--- config.mk ---
export PLATFORM = sky130hd
export DESIGN_NAME = alu_op_sequencer
export DESIGN_NICKNAME = d
export VERILOG_FILES = /design/src/rtl/alu_seq_pkg.sv /design/src/rtl/alu_op_sequencer.sv
export SDC_FILE = /design/constraint.sdc
export NUM_CORES = 1
export LEC_CHECK = 0
export CELL_PAD_IN_SITES_DETAIL_PLACEMENT = 0
export CELL_PAD_IN_SITES_GLOBAL_PLACEMENT = 1
export CORE_AREA = 2 2 94 96
export CTS_BUF_LIST = sky130_fd_sc_hd__clkbuf_4 sky130_fd_sc_hd__clkbuf_8
export CTS_CLUSTER_SIZE = 14
export DETAILED_ROUTE_END_ITERATION = 6
export DIE_AREA = 0 0 96 98
export GPL_TIMING_DRIVEN = 0
export HOLD_SLACK_MARGIN = 0.02
export PLACE_DENSITY = 0.91
export SLEW_MARGIN = 20
export SYNTH_ARGS = -nofsm -noshare
export SYNTH_HDL_FRONTEND = slang
export SYNTH_SLANG_ARGS = --single-unit
--- constraint.sdc ---
create_clock -name CLK -period 3.6 [get_ports CLK]
set_input_delay 0.36 -clock CLK [delete_from_list [all_inputs] [get_ports CLK]]
set_output_delay 0.36 -clock CLK [all_outputs]
set_load 0.02 [all_outputs]
--- src/rtl/alu_seq_pkg.sv ---
// alu_seq_pkg
// Shared definitions for the Sher-VI ALU issue sequencer and anything that
// talks to the ALU on its behalf.
//   seqState_e : sequencer control states (IDLE, SETTLE, RESP)
//   F3_*       : ALU operation codes carried on funct3
//   CMP_*      : compare codes, decoded by the ALU from funct3[1:0] only
package alu_seq_pkg;

   typedef enum logic [1:0] {
      IDLE   = 2'd0,
      SETTLE = 2'd1,
      RESP   = 2'd2
   } seqState_e;

   localparam logic [2:0] F3_ADD = 3'd0;
   localparam logic [2:0] F3_SUB = 3'd1;
   localparam logic [2:0] F3_XOR = 3'd2;
   localparam logic [2:0] F3_OR  = 3'd3;
   localparam logic [2:0] F3_AND = 3'd4;
   localparam logic [2:0] F3_SLL = 3'd5;
   localparam logic [2:0] F3_SRL = 3'd6;
   localparam logic [2:0] F3_SRA = 3'd7;

   localparam logic [1:0] CMP_EQ = 2'd0;
   localparam logic [1:0] CMP_NE = 2'd1;
   localparam logic [1:0] CMP_LT = 2'd2;
   localparam logic [1:0] CMP_GE = 2'd3;

endpackage

--- src/rtl/alu_op_sequencer.sv ---
// alu_op_sequencer
// Multi-cycle issue controller in front of the combinational Sher-VI ALU.
// A request is accepted over a valid/ready handshake, its operands are
// registered onto the ALU inputs and held for SETTLE_CYCLES cycles, then the
// ALU result is captured and offered over a second valid/ready handshake.
//
// Ports
//   CLK, reset            : rising-edge clock, synchronous active-high reset
//   req_valid/req_ready   : request handshake (ready only in IDLE)
//   req_funct3            : ALU opcode / compare code
//   req_is_cmp            : result is the zero-extended compare bit
//   req_a, req_b          : operands
//   alu_funct3/alu_a/alu_b: registered drive into the ALU
//   alu_out, alu_cmp      : combinational ALU results
//   rsp_valid/rsp_ready   : response handshake (valid only in RESP)
//   rsp_data, rsp_cmp     : captured result and compare bit
//   busy                  : an operation is in flight or awaiting pickup
//   op_count              : completed responses, modulo 256
module alu_op_sequencer
   import alu_seq_pkg::*;
#(
   parameter int WIDTH         = 16,
   parameter int SETTLE_CYCLES = 2
) (
   input  logic             CLK,
   input  logic             reset,
   input  logic             req_valid,
   output logic             req_ready,
   input  logic [2:0]       req_funct3,
   input  logic             req_is_cmp,
   input  logic [WIDTH-1:0] req_a,
   input  logic [WIDTH-1:0] req_b,
   output logic [2:0]       alu_funct3,
   output logic [WIDTH-1:0] alu_a,
   output logic [WIDTH-1:0] alu_b,
   input  logic [WIDTH-1:0] alu_out,
   input  logic             alu_cmp,
   output logic             rsp_valid,
   input  logic             rsp_ready,
   output logic [WIDTH-1:0] rsp_data,
   output logic             rsp_cmp,
   output logic             busy,
   output logic [7:0]       op_count
);

   // The counter counts down to zero, so loading SETTLE_CYCLES-1 yields
   // exactly SETTLE_CYCLES edges between acceptance and capture.
   localparam logic [3:0] SETTLE_LOAD = 4'(SETTLE_CYCLES - 1);

   seqState_e        state_q, state_d;
   logic [3:0]       settleCnt_q, settleCnt_d;
   logic [2:0]       aluFunct3_q, aluFunct3_d;
   logic [WIDTH-1:0] aluA_q, aluA_d;
   logic [WIDTH-1:0] aluB_q, aluB_d;
   logic             isCmp_q, isCmp_d;
   logic [WIDTH-1:0] rspData_q, rspData_d;
   logic             rspCmp_q, rspCmp_d;
   logic [7:0]       opCount_q, opCount_d;

   // State and datapath registers. Reset drops any in-flight operation
   // without producing a response.
   always_ff @(posedge CLK) begin
      if (reset) begin
         state_q     <= IDLE;
         settleCnt_q <= '0;
         aluFunct3_q <= '0;
         aluA_q      <= '0;
         aluB_q      <= '0;
         isCmp_q     <= 1'b0;
         rspData_q   <= '0;
         rspCmp_q    <= 1'b0;
         opCount_q   <= '0;
      end else begin
         state_q     <= state_d;
         settleCnt_q <= settleCnt_d;
         aluFunct3_q <= aluFunct3_d;
         aluA_q      <= aluA_d;
         aluB_q      <= aluB_d;
         isCmp_q     <= isCmp_d;
         rspData_q   <= rspData_d;
         rspCmp_q    <= rspCmp_d;
         opCount_q   <= opCount_d;
      end
   end

   // Next-state logic. Everything holds by default; the ALU operand
   // registers only move when a request is accepted in IDLE, so the ALU
   // inputs stay stable through SETTLE and RESP.
   always_comb begin
      state_d     = state_q;
      settleCnt_d = settleCnt_q;
      aluFunct3_d = aluFunct3_q;
      aluA_d      = aluA_q;
      aluB_d      = aluB_q;
      isCmp_d     = isCmp_q;
      rspData_d   = rspData_q;
      rspCmp_d    = rspCmp_q;
      opCount_d   = opCount_q;

      unique case (state_q)
         IDLE: begin
            if (req_valid) begin
               aluFunct3_d = req_funct3;
               aluA_d      = req_a;
               aluB_d      = req_b;
               isCmp_d     = req_is_cmp;
               settleCnt_d = SETTLE_LOAD;
               state_d     = SETTLE;
            end
         end
         SETTLE: begin
            if (settleCnt_q == 4'd0) begin
               rspData_d = isCmp_q ? {{(WIDTH-1){1'b0}}, alu_cmp} : alu_out;
               rspCmp_d  = alu_cmp;
               state_d   = RESP;
            end else begin
               settleCnt_d = settleCnt_q - 4'd1;
            end
         end
         RESP: begin
            if (rsp_ready) begin
               opCount_d = opCount_q + 8'd1;
               state_d   = IDLE;
            end
         end
         default: begin
            state_d = IDLE;
         end
      endcase
   end

   // Handshake flags come straight from the state register so neither
   // ready nor valid depends combinationally on the other side.
   assign req_ready  = (state_q == IDLE);
   assign rsp_valid  = (state_q == RESP);
   assign busy       = (state_q != IDLE);
   assign alu_funct3 = aluFunct3_q;
   assign alu_a      = aluA_q;
   assign alu_b      = aluB_q;
   assign rsp_data   = rspData_q;
   assign rsp_cmp    = rspCmp_q;
   assign op_count   = opCount_q;

endmodule

==> key figures, run 1 <==
Status
  • Outcome: finished clean

Setup path
  • R2R Setup Slk: around 1.8 ns
  • WP data arrival: around 1.7 ns
  • Crit path launch type: register
  • CP max stage cell: clkdlybuf4s50_1
  • Crit-path max FO: 10
  • Delay-heaviest family, CP: buffers and inverters
  • Worst reg2reg path depth: 7
  • RR Endpoint: rsp_data[13]$_SDFFE_PP0P_
  • Critical path's largest stage delay: roughly 0.59 ns
  • Critical path buffers and inverters: 3
  • Crit path from: state_q[1]$_SDFFE_PP0P_
  • CP Cell Sequence: buf_4 -> or2_2 -> inv_1 -> clkdlybuf4s50_1
  • Critical Path RT: between 3 and 4 ns
  • Worst Setup End Kind: primary output
  • R2r startpoint: settleCnt_q[0]$_SDFFE_PP0P_
  • Kind of critical path: reg2out

Timing
  • Fmax: 476.7 MHz
  • Relative slew slack: roughly 60%
  • Setup ws final: 1.502 ns
  • Setup total negative slack: 0 ns
  • RSZ-0062 raised after global routing: no
  • Crit path time final: approximately 2.1 ns
  • Tightest Pin Transition: 0.6053 ns
  • Final clock skew: between 0.007 and 0.008 ns
  • Final Hold Fails: 0
  • Final worst path period share: 58.27%
  • Final hold slack: between 0.4 and 0.5 ns
  • Setup Viol. Count Final: 0
  • Final Max Slew Viols: 0

Final layout
  • Most common cell after layout, fill and taps aside: clkdlybuf4s50_1
  • Area Overhead vs Synth: 57.35%
  • Layout cells sized above 1: 8.482%
  • Diodes inserted: 0
  • Fillers: 813
  • Commonest non-fill, non-tap cells in the layout: 118 x clkdlybuf4s50_1, 75 x nand2_1, 67 x dfxtp_1
  • Final #Nets: 503

Clock tree
  • # Post-CTS Setup Buffers: 0
  • Worst-path clk slew: 0.07 ns
  • Max Root-Sink Buffers: 2
  • Hold Buf Count CTS: 0
  • Clk_lat worst skew: 0.33 ns
  • H-Tree Depth: 3
  • CTS Buf Count: 9
  • Resized Gates After CTS: 0
  • CTS root buffer: clkbuf_8
  • TritonCTS Sinks: 67
  • CTS tree: yes

Logic synthesis
  • Syn Std Cell Area: between 2000 and 3000 sq um
  • EDFF count, synth: 0
  • Main flop type after synthesis: dfxtp_1
  • Top post-synthesis cells by area: dfxtp_1 49%, a21oi_1 11%, nand2_1 10%, nand4b_1 5.1%, o21ai_0 3.7%
  • Distinct cells, synth: 39
  • Yosys reg bits: between 60 and 70
  • Asr flop ratio synth: 0%
  • Yosys top cell by area: dfxtp_1
  • Post-synthesis net count: 374
  • Syn Area/Cell: 8.671 sq um
  • Post-synth top area share: between 40% and 50%
  • Sequential area share after synthesis: slightly below 50%
  • Yosys synthesis warning count: 0
  • Post-synthesis instance total: 314

Route
  • Vias/cell: 4.892
  • First-pass DRT Iterations: 5
  • Starting DRT DRC Count: about 140
  • Post-route ant nets: 0
  • Total wire length: approximately 8000 um
  • Via count: 2720
  • WL/cell: between 10 and 15 um
  • DRC errors left: 0

Run
  • MaxCap Viol Count: 0

Die
  • Die Span X: about 96 um
  • Starting Density: between 30 and 40%
  • Core box area: 8466 sq um
  • Ports: between 100 and 150
  • Die ar.: 9408 sq um
  • Die Y: 98 um
  • Row count: 34

GRT
  • Global-route wire length before repair: roughly 13000 um
  • Grt ovf: 0
  • Global-route usage over all layers: 16.99%
  • Pin count of the biggest net entering global routing: 12
  • Vias in the first global route: 2643
  • Initial antenna violation count: 0

Min path
  • Worst hold path depth: 2
  • Worst hold path endpoint: alu_b[13]$_SDFFE_PP0P_
  • Hold Path Origin: reset
  • Hold Path Class: in2reg

Placement
  • PortBufs: ~120
  • Post-DP HPWL: 5802 um
  • Worst slack at placement: 1.580 ns
  • GPL Wtd Cong: 0.7902

Power and ir drop
  • Leak: 1.563 nW
  • Cell Pwr Density: 565.0 nW/um^2
  • Worst vdd ir: 0.2464 mV
  • Total Power: about 2.4 mW
[worst max path at each step]
stage | to | slack, ns | depth (start not counted)
2_1_floorplan | settleCnt_q[3]$_SDFFE_PP0P_ | 2.06 | 5
3_3_place_gp | alu_b[3]$_SDFFE_PP0P_ | 1.62 | 6
3_5_place_dp | alu_a[15]$_SDFFE_PP0P_ | 1.58 | 6
4_1_cts | req_ready | 1.48 | 4
5_1_grt | rsp_valid | 1.41 | 3
6_report | req_ready | 1.50 | 4
[cells by family (layout without fill, tap and decap cells)]
group | Yosys count | in the layout | share of synthesized area, %
multiplexers | 2 | 2 | 0.7353
AO/OA/AOI/OAI | 91 | 91 | 18.70
AND/OR/NAND/NOR | 119 | 119 | 23.44
XOR/XNOR | 2 | 2 | 0.6435
flip-flops | 67 | 67 | 49.26
buffers and inverters | 30 | 164 | 5.836
adder cells (fa/ha/maj) | 3 | 3 | 1.379
[state kept, by name, indices dropped and copies added, names as in the netlist]
name	flops
settleCnt_q	4
isCmp_q	1
rsp_data	16
alu_funct3	3
alu_a	16
state_q	2
op_count	8
rsp_cmp	1
alu_b	16
[routing by layer]
metal	up-vias	global-route usage, %	routed length (um)	part of all wire [%]
met3	14	5.093	519	6.5
met2	92	27.40	3879	49
li1	1357	-	-	-
met4	0	5.934	136	1.7
met1	1257	21.33	3444	43
met5	-	0	0	0
[synth_stat cells, types with 2 or more instances]
cell      count
nand3_1       2
o21ai_0      20
mux2i_1       2
nor2_1        4
dfxtp_1      67
o31ai_1       3
nor3b_1       2
buf_4         2
a211oi_2      2
buf_6         4
clkbuf_1     11
xor2_1        2
or3_1         5
ha_1          3
nand2_1      75
a21oi_1      60
inv_1         5
buf_2         6
or4_1         3
nor2b_1       2
nand4b_1     16
[final cells by class]
class	count	area, sq um	area share (%)
clock inverter	5	100.1	2.336
inverter	5	18.77	0.4381
tap	108	135.1	3.154
clock buffer	11	145.1	3.388
sequential	67	1341	31.31
buffer	25	140.1	3.271
multi-input combinational	217	1222	28.53
timing repair buffer	118	1181	27.57
[power breakdown]
group	leakage, nW	switching (mW)	internal (mW)
clock	0.127	0.278	0.485
combinational	0.889	0.426	0.353
sequential	0.547	0.0520	0.827
[metrics by stage]
step           std cells  util [%]  instance area, sq um
6_report             556     50.61                  4284
5_1_grt              556     50.61                  4284
4_1_cts              556     50.61                  4284
3_5_place_dp         540     47.71                  4039
3_3_place_gp         540     47.71                  4039
2_1_floorplan        314         -                  2723
[worst register-to-register path: stages, from the launching register on]
cell	delay, ns
dfxtp_1	0.32
inv_1	0.10
ha_1	0.18
or3b_1	0.34
clkbuf_1	0.20
clkbuf_2	0.22
o21ai_0	0.19
a21oi_1	0.09
Power figures use the tool's default switching activity.
==> run 2, diff against run 1 <==
CORE_AREA = 2 2 102 104   (was 2 2 94 96)
DIE_AREA = 0 0 104 106   (was 0 0 96 98)
PLACE_DENSITY = 0.82   (was 0.91)
clock period = 1.9 ns   (was 3.6 ns; I/O delays follow)
==> run 2 against run 1 <==
Utilization is 7.3 points lower. Final cell count grew 4.9%. Sequential power is 90% higher. Flip-flop and latch count unchanged. Combinational power grew 89%. Global-route usage shrank 2.2 points. Register-to-register slack lost 1.6 ns. Worst setup slack got worse by 1.4 ns. Sequential share of layout area down 0.35 points.
==> key figures, run 2 (synthesized netlist as in run 1, its figures left out) <==
Status
  • Outcome: finished clean

Clock tree
  • H-Tree Depth: 3
  • Clk_lat worst skew: about 0.34 ns
  • TritonCTS Sinks: 67
  • CTS root buffer: clkbuf_8
  • Hold Buf Count CTS: 0
  • Worst-path clk slew: 0.08 ns
  • Max Root-Sink Buffers: 2
  • # Post-CTS Setup Buffers: 0
  • CTS tree: yes
  • CTS Buf Count: 9

Final layout
  • Most common cell after layout, fill and taps aside: clkdlybuf4s50_1
  • Register Area: roughly 1300 sq um
  • Layout cells sized above 1: 8.725%
  • Area Overhead vs Synth: 59.15%
  • Fillers: 1022
  • Commonest non-fill, non-tap cells in the layout: 116 x clkdlybuf4s50_1, 75 x nand2_1, 67 x dfxtp_1
  • Diodes inserted: 0
  • Final #Nets: 502
  • Multi-input gate area: 1222 sq um

Route
  • Post-route ant nets: 0
  • Vias/cell: ~4.6
  • WL/cell: 13.95 um
  • DRC errors left: 0
  • Starting DRT DRC Count: 91
  • First-pass DRT Iterations: 4
  • Total wire length: 8134 um
  • Via count: approximately 2700

GRT
  • Pin count of the biggest net entering global routing: 12
  • Met3 usage: 4.353%
  • Grt ovf: 0
  • Vias in the first global route: 2628
  • Met2 usage in global routing: 24.72%
  • Global-route usage over all layers: 14.78%
  • Met1 Use GR: 17.63%
  • Gr busiest metal: met2
  • Initial antenna violation count: 0
  • Global-route wire length before repair: 13030 um

Power and ir drop
  • Leak: between 1.5 and 2 nW
  • Seq pwr share: between 30 and 40%
  • Clock power share: 32.7%
  • Part of the power in combinational logic: 31.6%
  • Psw: about 1.5 mW
  • Int Power: between 3 and 4 mW
  • Total Power: 4.661 mW
  • Cell Pwr Density: 1076 nW/um^2
  • Switching share of power: a little over 30%
  • Worst vdd ir: 0.4238 mV

Setup path
  • RR Endpoint: rsp_data[7]$_SDFFE_PP0P_
  • R2r startpoint: settleCnt_q[0]$_SDFFE_PP0P_
  • R2R Setup Slk: between 0.2 and 0.25 ns
  • Kind of critical path: reg2out
  • Worst Setup End Kind: primary output
  • Crit path capture: busy
  • WP data arrival: 1.64 ns
  • Worst reg2reg path depth: 6
  • Critical Path RT: 1.71 ns
  • Crit path from: state_q[1]$_SDFFE_PP0P_
  • Crit path launch type: register
  • Crit-path max FO: 10

Timing
  • Relative slew slack: 61.12%
  • Final clock skew: between 0.008 and 0.009 ns
  • Crit path time final: 1.826 ns
  • Final Max Slew Viols: 0
  • Setup Viol. Count Final: 0
  • Fmax: 547.6 MHz
  • Final Hold Fails: 0
  • RSZ-0062 raised after global routing: no
  • Tightest Pin Transition: 0.5832 ns
  • Setup ws final: 0.07392 ns
  • Final worst path period share: a little over nine tenths
  • Setup total negative slack: 0 ns

Die
  • Core box area: 10000 sq um
  • Ports: 120
  • Starting Density: 27.23%
  • Die Y: 106 um
  • Die Span X: approximately 100 um
  • Die ar.: 11020 sq um
  • Row count: 37

Placement
  • GPL Wtd Cong: 0.7947
  • Post-DP HPWL: around 6000 um
  • PortBufs: 118
  • Worst slack at placement: about 0.020 ns

Min path
  • Hold Path Class: in2reg

Run
  • MaxCap Viol Count: 0
run 2: worst min-delay path by stage:
stage | slack, ns | startpoint | endpoint | cells after the start
finish | 0.23 | reset | alu_b[9]$_SDFFE_PP0P_ | 2
floorplan | 0.33 | req_a[0] | alu_a[0]$_SDFFE_PP0P_ | 2
detailed placement | 0.45 | alu_b[10]$_SDFFE_PP0P_ | alu_b[10]$_SDFFE_PP0P_ | 2
CTS | 0.22 | reset | alu_b[8]$_SDFFE_PP0P_ | 2
global placement | 0.44 | alu_a[8]$_SDFFE_PP0P_ | alu_a[8]$_SDFFE_PP0P_ | 2
global route | 0.25 | reset | alu_b[13]$_SDFFE_PP0P_ | 2
run 2: final cells by class:
type / count / area share, %
multi-input combinational: 217 / 28.21
timing repair buffer: 118 / 27.29
buffer: 24 / 3.176
clock inverter: 4 / 2.195
inverter: 5 / 0.4332
clock buffer: 12 / 3.812
tap: 136 / 3.927
sequential: 67 / 30.96
run 2: per-stage QoR:
stage	cells	cell area, sq um	utilization, %	hold slack, ns
after CTS	584	4333	43.33	0.2246
after global routing	583	4333	43.33	0.2525
after global placement	568	4074	40.74	0.4410
after detailed placement	568	4074	40.74	0.4481
after floorplan	314	2723	-	0.3260
final	583	4333	43.33	0.2262
run 2: per-layer routing:
| metal | vias up | part of all wire, % |
|---|---|---|
| met1 | 1264 | 44 |
| li1 | 1339 | - |
| met2 | 84 | 48 |
| met3 | 12 | 5.8 |
| met4 | 0 | 2.0 |
| met5 | - | 0 |
run 2: timing repair:
item	CTS	global route
gates cloned	0	0
setup endpoints to repair	1	4
gates resized for setup	1	4
run 2: power by group through the flow:
stage / Sequential [mW] / Clock [mW] / Combinational, mW
finish: 1.67 / 1.52 / 1.47
global route: 1.69 / 1.62 / 1.61
CTS: 1.67 / 1.55 / 1.49
detailed placement: 1.70 / 0 / 1.49
global placement: 1.69 / 0 / 1.47
floorplan: 1.84 / 0 / 0.709
run 2: worst max-delay path, cell delays in order, from the launching register on:
cell	delay, ns
dfxtp_1	0.30
buf_4	0.16
or2_2	0.31
clkdlybuf4s50_1	0.54
==> run 3, diff against run 2 <==
MAX_ROUTING_LAYER = met4   (was default)
==> run 3 against run 2 <==
Clock power is essentially flat. Cell area is the same. Clock skew shrank 0.00089 ns. Final cell count is the same. Wire length grew 0.12%. Critical path depth is the same. Via count grew 0.33%. Fmax grew 0.17%. Non-clock buffer count is the same. Sequential share of layout area is the same. First-iteration DRC count grew 1.1%. Global-route usage grew 0.43 points. Critical path type unchanged.
==> key figures, run 3 (synthesized netlist as in run 1, its figures left out) <==
Route
  • Starting DRT DRC Count: 92
  • WL/cell: 13.97 um
  • DRC errors left: 0
  • Total wire length: 8144 um
  • Via count: 2708
  • First-pass DRT Iterations: 4
  • Post-route ant nets: 0
  • Vias/cell: roughly 4.6

Die
  • Die Y: 106 um
  • Core box area: about 10000 sq um
  • Row count: 37
  • Die Span X: 104 um
  • Starting Density: 27.23%
  • Die ar.: 11020 sq um
  • Ports: 120

Power and ir drop
  • Worst vdd ir: 0.4250 mV
  • Total Power: 4.658 mW
  • Cell Pwr Density: between 1000 and 1500 nW/um^2
  • Leak: around 1.6 nW

Timing
  • Crit path time final: 1.823 ns
  • Final clock skew: between 0.007 and 0.008 ns
  • Fmax: 548.6 MHz
  • Final Hold Fails: 0
  • Tightest Pin Transition: 0.5838 ns
  • Final worst path period share: 95.94%
  • Setup ws final: 0.07708 ns
  • Setup total negative slack: 0 ns
  • Final Max Slew Viols: 0
  • RSZ-0062 raised after global routing: no
  • Setup Viol. Count Final: 0
  • Relative slew slack: 61.08%

Run
  • MaxCap Viol Count: 0

Placement
  • Cell count after placement: 568
  • Worst slack at placement: 0.02014 ns
  • PortBufs: about 120
  • GPL Wtd Cong: 0.8061
  • Post-DP HPWL: 5960 um

Final layout
  • Area Overhead vs Synth: 59.15%
  • Register Area: 1341 sq um
  • Multi-input gate area: 1222 sq um
  • Post-Layout Cell Count: 583
  • Final #Nets: approximately 500
  • Fillers: ~1000
  • Layout cells sized above 1: slightly below 9%
  • Most common cell after layout, fill and taps aside: clkdlybuf4s50_1
  • Commonest non-fill, non-tap cells in the layout: 116 x clkdlybuf4s50_1, 75 x nand2_1, 67 x dfxtp_1
  • Util after Layout: between 40% and 50%
  • Diodes inserted: 0

GRT
  • Global-route usage over all layers: roughly 15%
  • Pin count of the biggest net entering global routing: 12
  • Met1 Use GR: 17.90%
  • Gr busiest metal: met2
  • Vias in the first global route: roughly 2600
  • Initial antenna violation count: 0
  • Met3 usage: 4.721%
  • Met2 usage in global routing: about a quarter
  • Grt ovf: 0
  • Global-route wire length before repair: 13030 um

Setup path
  • Worst reg2reg path depth: 6
  • Crit path launch type: register
  • WP data arrival: 1.63 ns
  • R2R Setup Slk: 0.20 ns
  • Kind of critical path: reg2out
  • Crit-path max FO: 10
  • Worst Setup End Kind: primary output
  • Critical Path RT: 1.71 ns

Status
  • Outcome: finished clean

Min path
  • Hold Path Class: in2reg
  • Worst hold path depth: 2

Clock tree
  • CTS root buffer: clkbuf_8
  • Hold Buf Count CTS: 0
  • # Post-CTS Setup Buffers: 0
  • H-Tree Depth: 3
  • Max Root-Sink Buffers: 2
  • TritonCTS Sinks: 67
  • Worst-path clk slew: 0.08 ns
  • CTS Buf Count: 9
  • CTS tree: yes
  • Resized Gates After CTS: 1
  • Clk_lat worst skew: 0.34 ns
run 3: cell type report:
class                   instances  share of cell area [%]
flip-flops and latches         67                   30.96
inverters                       5                  0.4332
repair buffers                118                   27.29
well taps                     136                   3.927
plain buffers                  24                   3.176
multi-input cells             217                   28.21
clock buffers                  12                   3.812
clock inverters                 4                   2.195
run 3: worst paths after layout:
path | start | endpoint
worst max-delay path | state_q[1]$_SDFFE_PP0P_ | busy
worst min-delay path | reset | alu_b[9]$_SDFFE_PP0P_
worst max register to register | settleCnt_q[0]$_SDFFE_PP0P_ | rsp_data[7]$_SDFFE_PP0P_
worst min register to register | alu_a[2]$_SDFFE_PP0P_ | alu_a[2]$_SDFFE_PP0P_
run 3: power breakdown:
| part | switching, mW | internal, mW | total (mW) |
|---|---|---|---|
| clock network | 0.541 | 0.978 | 1.52 |
| registers | 0.0991 | 1.57 | 1.67 |
| logic | 0.811 | 0.662 | 1.47 |
run 3: worst max-delay path, cell delays in order (launching register included):
cell and delay [ns]:
dfxtp_1 0.30, buf_4 0.16, or2_2 0.31, clkdlybuf4s50_1 0.54
run 3: through the flow:
step / cell area, sq um / hold WS, ns
global placement: 4074 / 0.4410
detailed placement: 4074 / 0.4481
global route: 4333 / 0.2494
CTS: 4333 / 0.2246
finish: 4333 / 0.2305
floorplan: 2723 / 0.3260
run 3: routing by layer:
layer,vias up,routed length [um]
met4,0,148
met1,1270,3652
li1,1340,-
met3,13,456
met5,-,0
met2,85,3886
